[src/rtl/vpi_mbox_pkg.sv]
// ---------------------------------------------------------------------------
// vpi_mbox_pkg
// Shared types and constants for the VPI mailbox register file: command
// opcodes, target selectors, FSM states, the whole-variable index code and
// the reset value of p1. Also provides the element-width truncation helper
// used by both the write path and the checksum.
// ---------------------------------------------------------------------------
package vpi_mbox_pkg;

    typedef enum logic [1:0] {
        OP_NOP   = 2'd0,
        OP_WRITE = 2'd1,
        OP_READ  = 2'd2,
        OP_CLEAR = 2'd3
    } op_e;

    typedef enum logic [2:0] {
        SEL_P1    = 3'd0,
        SEL_SP1   = 3'd1,
        SEL_P1LE  = 3'd2,
        SEL_P21   = 3'd3,
        SEL_U2    = 3'd4,
        SEL_P1U1  = 3'd5,
        SEL_P0U12 = 3'd6,
        SEL_RSVD  = 3'd7
    } sel_e;

    typedef enum logic [1:0] {
        ST_IDLE = 2'd0,
        ST_EXEC = 2'd1,
        ST_CLR  = 2'd2,
        ST_RESP = 2'd3
    } state_e;

    localparam logic [2:0] IDX_WHOLE = 3'd7;
    localparam logic [1:0] P1_RESET  = 2'b10;

    // Keep only the low 'w' bits of a 6-bit value (w is 1, 2 or 6).
    function automatic logic [5:0] trunc_elem(input logic [5:0] v, input logic [2:0] w);
        case (w)
            3'd1:    return {5'b00000, v[0]};
            3'd2:    return {4'b0000, v[1:0]};
            3'd6:    return v;
            default: return 6'b000000;
        endcase
    endfunction

endpackage

[src/rtl/vpi_mbox_decode.sv]
// ---------------------------------------------------------------------------
// vpi_mbox_decode
// Combinational access decoder for the mailbox.
//   op, sel, idx : latched command fields
//   legal        : access is allowed (NOP/CLEAR are always legal)
//   elem_w       : width in bits of the addressed element (1, 2 or 6)
//   elem_i       : outer index (only meaningful for p0u12)
//   elem_j       : inner / element index
// ---------------------------------------------------------------------------
module vpi_mbox_decode
    import vpi_mbox_pkg::*;
(
    input  op_e        op,
    input  sel_e       sel,
    input  logic [2:0] idx,
    output logic       legal,
    output logic [2:0] elem_w,
    output logic       elem_i,
    output logic [1:0] elem_j
);

    logic       acc_legal_s;
    logic [2:0] idx_m3_s;

    // Per-target index legality, element width and flattened i/j split.
    always_comb begin
        acc_legal_s = 1'b0;
        elem_w      = 3'd0;
        elem_i      = 1'b0;
        elem_j      = idx[1:0];
        idx_m3_s    = idx - 3'd3;
        case (sel)
            SEL_P1, SEL_SP1, SEL_P1LE: begin
                acc_legal_s = (idx == 3'd0);
                elem_w      = 3'd2;
            end
            SEL_P21: begin
                if (idx == IDX_WHOLE) begin
                    acc_legal_s = 1'b1;
                    elem_w      = 3'd6;
                end else begin
                    acc_legal_s = (idx <= 3'd2);
                    elem_w      = 3'd2;
                end
            end
            SEL_U2: begin
                acc_legal_s = (idx <= 3'd2);
                elem_w      = 3'd1;
            end
            SEL_P1U1: begin
                acc_legal_s = (idx <= 3'd1);
                elem_w      = 3'd2;
            end
            SEL_P0U12: begin
                acc_legal_s = (idx <= 3'd5);
                elem_w      = 3'd1;
                if (idx >= 3'd6) begin
                    elem_i = 1'b0;
                    elem_j = 2'd0;
                end else if (idx >= 3'd3) begin
                    elem_i = 1'b1;
                    elem_j = idx_m3_s[1:0];
                end else begin
                    elem_i = 1'b0;
                    elem_j = idx[1:0];
                end
            end
            default: begin
                acc_legal_s = 1'b0;
                elem_w      = 3'd0;
            end
        endcase
        // Only data accesses can be illegal.
        if ((op == OP_WRITE) || (op == OP_READ)) begin
            legal = acc_legal_s;
        end else begin
            legal = 1'b1;
        end
    end

endmodule

[src/rtl/vpi_mbox_regfile.sv]
// ---------------------------------------------------------------------------
// vpi_mbox_regfile
// Command/response mailbox applying harness commands to mixed-shape storage.
//   clk, rst          : clock, synchronous active-high reset
//   cmd_valid/ready   : command handshake (ready only in IDLE)
//   cmd_op/sel/idx    : opcode, target selector, element index
//   cmd_data          : write data
//   rsp_valid/ready   : response handshake
//   rsp_data, rsp_err : response value and illegal-access flag
//   checksum          : running sum of truncated write values
//   busy              : FSM is not IDLE
// ---------------------------------------------------------------------------
module vpi_mbox_regfile
    import vpi_mbox_pkg::*;
#(
    parameter int DATA_W = 6,
    parameter int CSUM_W = 8
) (
    input  logic              clk,
    input  logic              rst,
    input  logic              cmd_valid,
    output logic              cmd_ready,
    input  logic [1:0]        cmd_op,
    input  logic [2:0]        cmd_sel,
    input  logic [2:0]        cmd_idx,
    input  logic [DATA_W-1:0] cmd_data,
    output logic              rsp_valid,
    input  logic              rsp_ready,
    output logic [DATA_W-1:0] rsp_data,
    output logic              rsp_err,
    output logic [CSUM_W-1:0] checksum,
    output logic              busy
);

    state_e state_r, next_state_s;
    logic [2:0] clr_cnt_r;
    op_e        op_r;
    sel_e       sel_r;
    logic [2:0] idx_r;
    logic [5:0] data_r;

    logic              cmd_ready_r, busy_r, rsp_valid_r, rsp_err_r;
    logic [DATA_W-1:0] rsp_data_r;
    logic [CSUM_W-1:0] checksum_r;

    // Mixed-shape storage targets.
    logic [1:0]        p1_r;
    logic signed [1:0] sp1_r;
    logic [0:1]        p1le_r;
    logic [2:0][1:0]   p21_r;
    logic              u2_r [2:0];
    logic [1:0]        p1u1_r [1:0];
    logic              p0u12_r [1:0][2:0];

    logic              legal_s, elem_i_s, accept_s, do_write_s, clr_last_s;
    logic [2:0]        elem_w_s;
    logic [1:0]        elem_j_s;
    logic [5:0]        wr_val_s;
    logic [DATA_W-1:0] rd_val_s;

    vpi_mbox_decode u_decode (
        .op     (op_r),
        .sel    (sel_r),
        .idx    (idx_r),
        .legal  (legal_s),
        .elem_w (elem_w_s),
        .elem_i (elem_i_s),
        .elem_j (elem_j_s)
    );

    assign accept_s   = (state_r == ST_IDLE) && cmd_valid && cmd_ready_r;
    assign do_write_s = (state_r == ST_EXEC) && (op_r == OP_WRITE) && legal_s;
    assign clr_last_s = (state_r == ST_CLR) && (clr_cnt_r == 3'd6);
    assign wr_val_s   = trunc_elem(data_r, elem_w_s);

    assign cmd_ready = cmd_ready_r;
    assign busy      = busy_r;
    assign rsp_valid = rsp_valid_r;
    assign rsp_data  = rsp_data_r;
    assign rsp_err   = rsp_err_r;
    assign checksum  = checksum_r;

    // Next-state logic.
    always_comb begin
        next_state_s = state_r;
        case (state_r)
            ST_IDLE: begin
                if (accept_s) begin
                    if (op_e'(cmd_op) == OP_CLEAR) begin
                        next_state_s = ST_CLR;
                    end else begin
                        next_state_s = ST_EXEC;
                    end
                end else begin
                    next_state_s = ST_IDLE;
                end
            end
            ST_EXEC: next_state_s = ST_RESP;
            ST_CLR: begin
                if (clr_cnt_r == 3'd6) begin
                    next_state_s = ST_RESP;
                end else begin
                    next_state_s = ST_CLR;
                end
            end
            ST_RESP: begin
                if (rsp_ready) begin
                    next_state_s = ST_IDLE;
                end else begin
                    next_state_s = ST_RESP;
                end
            end
            default: next_state_s = ST_IDLE;
        endcase
    end

    // State register, clear counter, status outputs and command latch.
    always_ff @(posedge clk) begin
        if (rst) begin
            state_r     <= ST_IDLE;
            clr_cnt_r   <= 3'd0;
            cmd_ready_r <= 1'b1;
            busy_r      <= 1'b0;
            op_r        <= OP_NOP;
            sel_r       <= SEL_P1;
            idx_r       <= 3'd0;
            data_r      <= 6'd0;
        end else begin
            state_r     <= next_state_s;
            cmd_ready_r <= (next_state_s == ST_IDLE);
            busy_r      <= (next_state_s != ST_IDLE);
            clr_cnt_r   <= (state_r == ST_CLR) ? clr_cnt_r + 3'd1 : 3'd0;
            if (accept_s) begin
                op_r   <= op_e'(cmd_op);
                sel_r  <= sel_e'(cmd_sel);
                idx_r  <= cmd_idx;
                data_r <= cmd_data[5:0];
            end
        end
    end

    // Read mux: zero-extend everything except sp1, which sign-extends.
    always_comb begin
        rd_val_s = '0;
        case (sel_r)
            SEL_P1:   rd_val_s = DATA_W'(p1_r);
            SEL_SP1:  rd_val_s = DATA_W'(sp1_r);
            SEL_P1LE: rd_val_s = DATA_W'(p1le_r);
            SEL_P21: begin
                if (idx_r == IDX_WHOLE) begin
                    rd_val_s = DATA_W'(p21_r);
                end else begin
                    rd_val_s = DATA_W'(p21_r[elem_j_s]);
                end
            end
            SEL_U2:    rd_val_s = DATA_W'(u2_r[elem_j_s]);
            SEL_P1U1:  rd_val_s = DATA_W'(p1u1_r[elem_j_s[0]]);
            SEL_P0U12: rd_val_s = DATA_W'(p0u12_r[elem_i_s][elem_j_s]);
            default:   rd_val_s = '0;
        endcase
    end

    // Response registers: loaded on EXEC / last CLR, held until consumed.
    always_ff @(posedge clk) begin
        if (rst) begin
            rsp_valid_r <= 1'b0;
            rsp_data_r  <= '0;
            rsp_err_r   <= 1'b0;
        end else if (state_r == ST_EXEC) begin
            rsp_valid_r <= 1'b1;
            if (!legal_s) begin
                rsp_data_r <= '0;
                rsp_err_r  <= 1'b1;
            end else if (op_r == OP_WRITE) begin
                rsp_data_r <= DATA_W'(wr_val_s);
                rsp_err_r  <= 1'b0;
            end else if (op_r == OP_READ) begin
                rsp_data_r <= rd_val_s;
                rsp_err_r  <= 1'b0;
            end else begin
                rsp_data_r <= '0;
                rsp_err_r  <= 1'b0;
            end
        end else if (clr_last_s) begin
            rsp_valid_r <= 1'b1;
            rsp_data_r  <= '0;
            rsp_err_r   <= 1'b0;
        end else if ((state_r == ST_RESP) && rsp_ready) begin
            rsp_valid_r <= 1'b0;
        end else begin
            rsp_valid_r <= rsp_valid_r;
        end
    end

    // Running checksum of truncated write values; zeroed by CLEAR.
    always_ff @(posedge clk) begin
        if (rst) begin
            checksum_r <= '0;
        end else if (clr_last_s) begin
            checksum_r <= '0;
        end else if (do_write_s) begin
            checksum_r <= checksum_r + CSUM_W'(wr_val_s);
        end else begin
            checksum_r <= checksum_r;
        end
    end

    // Storage: reset values, legal writes, and one-target-per-cycle clear.
    always_ff @(posedge clk) begin
        if (rst) begin
            p1_r   <= P1_RESET;
            sp1_r  <= 2'sb00;
            p1le_r <= 2'b00;
            p21_r  <= 6'd0;
            for (int k = 0; k < 3; k++) u2_r[k] <= 1'b0;
            for (int k = 0; k < 2; k++) p1u1_r[k] <= 2'b00;
            for (int a = 0; a < 2; a++)
                for (int b = 0; b < 3; b++) p0u12_r[a][b] <= 1'b0;
        end else if (do_write_s) begin
            case (sel_r)
                SEL_P1:   p1_r   <= wr_val_s[1:0];
                SEL_SP1:  sp1_r  <= wr_val_s[1:0];
                SEL_P1LE: p1le_r <= wr_val_s[1:0];
                SEL_P21: begin
                    if (idx_r == IDX_WHOLE) begin
                        p21_r <= wr_val_s;
                    end else begin
                        p21_r[elem_j_s] <= wr_val_s[1:0];
                    end
                end
                SEL_U2:    u2_r[elem_j_s] <= wr_val_s[0];
                SEL_P1U1:  p1u1_r[elem_j_s[0]] <= wr_val_s[1:0];
                SEL_P0U12: p0u12_r[elem_i_s][elem_j_s] <= wr_val_s[0];
                default: ;
            endcase
        end else if (state_r == ST_CLR) begin
            case (clr_cnt_r)
                3'd0: p1_r   <= 2'b00;
                3'd1: sp1_r  <= 2'sb00;
                3'd2: p1le_r <= 2'b00;
                3'd3: p21_r  <= 6'd0;
                3'd4: for (int k = 0; k < 3; k++) u2_r[k] <= 1'b0;
                3'd5: for (int k = 0; k < 2; k++) p1u1_r[k] <= 2'b00;
                3'd6: begin
                    for (int a = 0; a < 2; a++)
                        for (int b = 0; b < 3; b++) p0u12_r[a][b] <= 1'b0;
                end
                default: ;
            endcase
        end else begin
            p1_r <= p1_r;
        end
    end

endmodule

[config.mk]
export PLATFORM = sky130hd
export DESIGN_NAME = vpi_mbox_regfile
export DESIGN_NICKNAME = d
export VERILOG_FILES = /design/src/rtl/vpi_mbox_pkg.sv /design/src/rtl/vpi_mbox_decode.sv /design/src/rtl/vpi_mbox_regfile.sv
export SDC_FILE = /design/constraint.sdc
export NUM_CORES = 1
export LEC_CHECK = 0
export ABC_AREA = 1
export ABC_CLOCK_PERIOD_IN_PS = 3000
export CAP_MARGIN = 20
export CELL_PAD_IN_SITES_DETAIL_PLACEMENT = 0
export CELL_PAD_IN_SITES_GLOBAL_PLACEMENT = 1
export CORE_MARGIN = 1
export CORE_UTILIZATION = 30
export CTS_CLUSTER_DIAMETER = 40
export DETAILED_ROUTE_END_ITERATION = 16
export GPL_ROUTABILITY_DRIVEN = 0
export PLACE_DENSITY = 0.57
export SYNTH_ARGS = -nofsm -noshare
export SYNTH_HDL_FRONTEND = slang
export SYNTH_SLANG_ARGS = --single-unit
[constraint.sdc]
create_clock -name clk -period 3 [get_ports clk]
set_input_delay 0.45 -clock clk [delete_from_list [all_inputs] [get_ports clk]]
set_output_delay 0.45 -clock clk [all_outputs]
set_load 0.005 [all_outputs]
==> metrics <==
outcome finished, violations left; failing checks DRC; drt initial violations 195; Rel. slew slack 0.4535; Flop pwr share 0.389; met2 global-route usage 0.3233; DRC 2; IO Pins 36; CTS tree built; Die Area 0.01239 mm2; Fin. Hold Viols 0; cts hold-fix bufs 0; first-pass GRT wire length 17,520 um; asr flop ratio synth 0; Final Critical Period 2.556 ns; DP Area 0.004094 mm2; Synth top cells by count 116 x nand2_1, 54 x inv_1, 49 x dfxtp_1, 49 x nor2_1, 42 x a21oi_1; Final Routed Wirelength 10,980 um; H-tree Lvls 3; Final Cycle Share 0.8519; worst path buffer plus inverter count 2; vias per inst 4.828; vias 3,283; postcts setup bufs 0; core area 0.01152 mm2; Netlist cell types 40; Mapped Cells 491; sequential cell area fraction in the yosys report 0.3909; critical path endpoint category flip-flop; critical path arrival 2.78 ns; setup violation total in the final timing report 0; syn_nets 526; synthesized area 0.003585 mm2; clk_skew 0.01156 ns; CP peak stage delay 0.41 ns; Final Slew Violations 0; Setup TNS 0 ns; Max clock buf depth 2; Crit-path slowest cell dfxtp_1; flops & latches, synth 63; die span in x 111.3 um; DR WL/cell 16.15 um; final worst setup slack 0.4442 ns; Pwr per Cell Area 594.8 mW/mm2; max frequency 391.3 MHz; Post-synth EDFFs 14; Die Y 111.3 um; post-route ant nets 0; largest net degree at the start of global routing 24; port buffer count 35; area share of the largest cell type after synthesis 0.2736; MaxCap Viol Count 0; Critical Path Source Type flip-flop; Clock power frac 0.377; Design Area, Final 0.004379 mm2; post-DP HPWL 8517 um; diode count 0; Synth Flop Type dfxtp_1; average size of a mapped cell 7.301 um2; Internal 1.747 mW; share of layout cells above drive strength 1 0.09311; Top Usage Layer GRT met2; vias in the first global route 3,220; RSZ-0062 raised after global routing no; # fillers 1,216; Data required, critical path 3.23 ns; dpl ws 0.4201 ns; M1 GR Usage 0.2362; crit-path max FO 6; root buffer cell clkbuf_16; Layout area overhead 22.16%; Worst Max-Slew Pin Slew 0.8167 ns; HP Class flip-flop to flip-flop; clock-pin slew on the worst setup and hold paths 0.06 ns; clock sink total 63; Sw Share 0.3294; NetSw 0.8579 mW; GRT Total Usage 0.1881; Crit path max-delay family compound AO/OA/AOI/OAI gates; starting density of the core 0.3113; GRT Residual Overflow 0; post-CTS sizing 0; Core Util, Final 0.3803; Worst Setup Path Type flip-flop to flip-flop; part of the power in combinational logic 0.234; Power, Total 2.605 mW; grt met3 use 0.02460; IR drop worst, VDD 0.0002185 V; Num CTS Buffers 9; cell with the most instances after synthesis nand2_1; Synth area leaders dfxtp_1 27%, nand2_1 12%, edfxtp_1 12%, a21oi_1 5.9%, inv_1 5.7%; first-pass detailed-route iteration total 10; initial antenna violation count 0; Leak Pwr 1.844 nW; critical path, cell by cell ha_1 -> nand2_1 -> nor3_4 -> nand2_1 -> inv_1 -> ha_1 -> a21oi_1 -> inv_1 -> a31oi_1 -> o21ai_0 -> a21oi_1 -> nor2_1 -> o21ai_0 -> a21oi_1; yosys warns 0; worst-skew pair later-pin latency 0.34 ns; CP most frequent cell a21oi_1; row count 39; post-synth top area cell dfxtp_1; Final Net Count 567
-- sequential cells by signal (all words and copies together), names as in the netlist --
register,flops
idx_r,3
p1le_r,2
rsp_err,1
checksum,8
clr_cnt_r,3
op_r,2
u2_r,4
p21_r,6
p0u12_r,6
rsp_data,6
sp1_r,2
p1_r,2
cmd_ready,1
busy,1
sel_r,3
data_r,6
p1u1_r,4
rsp_valid,1
state_r,2
-- layer usage --
metal  routed length [um]  vias up
li1                     -     1709
met1                 5142     1521
met2                 5382       48
met3                  349        5
met4                  108        0
met5                    0        -
-- layout by cell type (no fill, tap or decap), types with 3 or more instances in the layout --
cell / count
nor3_2: 4
inv_1: 54
clkbuf_16: 9
nand4_1: 4
nand2_2: 6
nand3_1: 37
o21ai_0: 33
buf_4: 10
nand2_1: 116
dfxtp_1: 49
ha_1: 16
a21oi_1: 42
nor2_1: 49
edfxtp_1: 14
xnor2_1: 3
nand3b_1: 3
o21ai_1: 8
clkdlybuf4s50_1: 35
a31oi_1: 7
nor3_1: 7
-- cells by family after synthesis --
group	Yosys count	share of synthesized area
XOR/XNOR	4	0.009775
buffers and inverters	72	0.08481
AO/OA/AOI/OAI	98	0.1463
adder cells (fa/ha/maj)	17	0.06143
flip-flops	63	0.3909
AND/OR/NAND/NOR	237	0.3068
-- worst paths after layout --
path	startpoint	end	slack (ns)	depth (start not counted)
min reg2reg	checksum[7]	checksum[7]	0.46	1
min	checksum[7]	checksum[7]	0.46	1
max	idx_r[1]	checksum[6]	0.44	14
max reg2reg	idx_r[1]	checksum[6]	0.44	14
-- worst register-to-register path, delay by kind of cell, from the launching register on --
family | cells | cell delay [ns]
buffers and inverters | 2 | 0.16
AO/OA/AOI/OAI | 6 | 0.81
AND/OR/NAND/NOR | 4 | 0.56
flip-flops | 1 | 0.41
adder cells (fa/ha/maj) | 2 | 0.50
-- power by group through the flow --
stage	clock, mW	combinational (mW)	sequential [mW]
finish	0.981	0.611	1.01
global route	1.04	0.692	1.02
CTS	1.00	0.619	1.01
detailed placement	0	0.615	1.03
global placement	0	0.619	1.03
floorplan	0	0.412	1.00
-- per-stage QoR --
step / instances / hold WS (ns)
6_report: 680 / 0.4553
3_5_place_dp: 663 / 0.4538
3_3_place_gp: 663 / 0.4458
4_1_cts: 679 / 0.4636
5_1_grt: 680 / 0.4846
2_1_floorplan: 491 / 0.4294
-- area by class of cell --
cell class / count / area, um2 / area share
Multi-Input combinational cell: 356 / 1879 / 0.4291
Sequential cell: 63 / 1401 / 0.3200
Clock inverter: 3 / 17.52 / 0.004000
Clock buffer: 13 / 260.3 / 0.05943
Inverter: 57 / 216.5 / 0.04943
Tap cell: 143 / 178.9 / 0.04086
Timing Repair Buffer: 45 / 425.4 / 0.09714
Power figures use the tool's default switching activity.
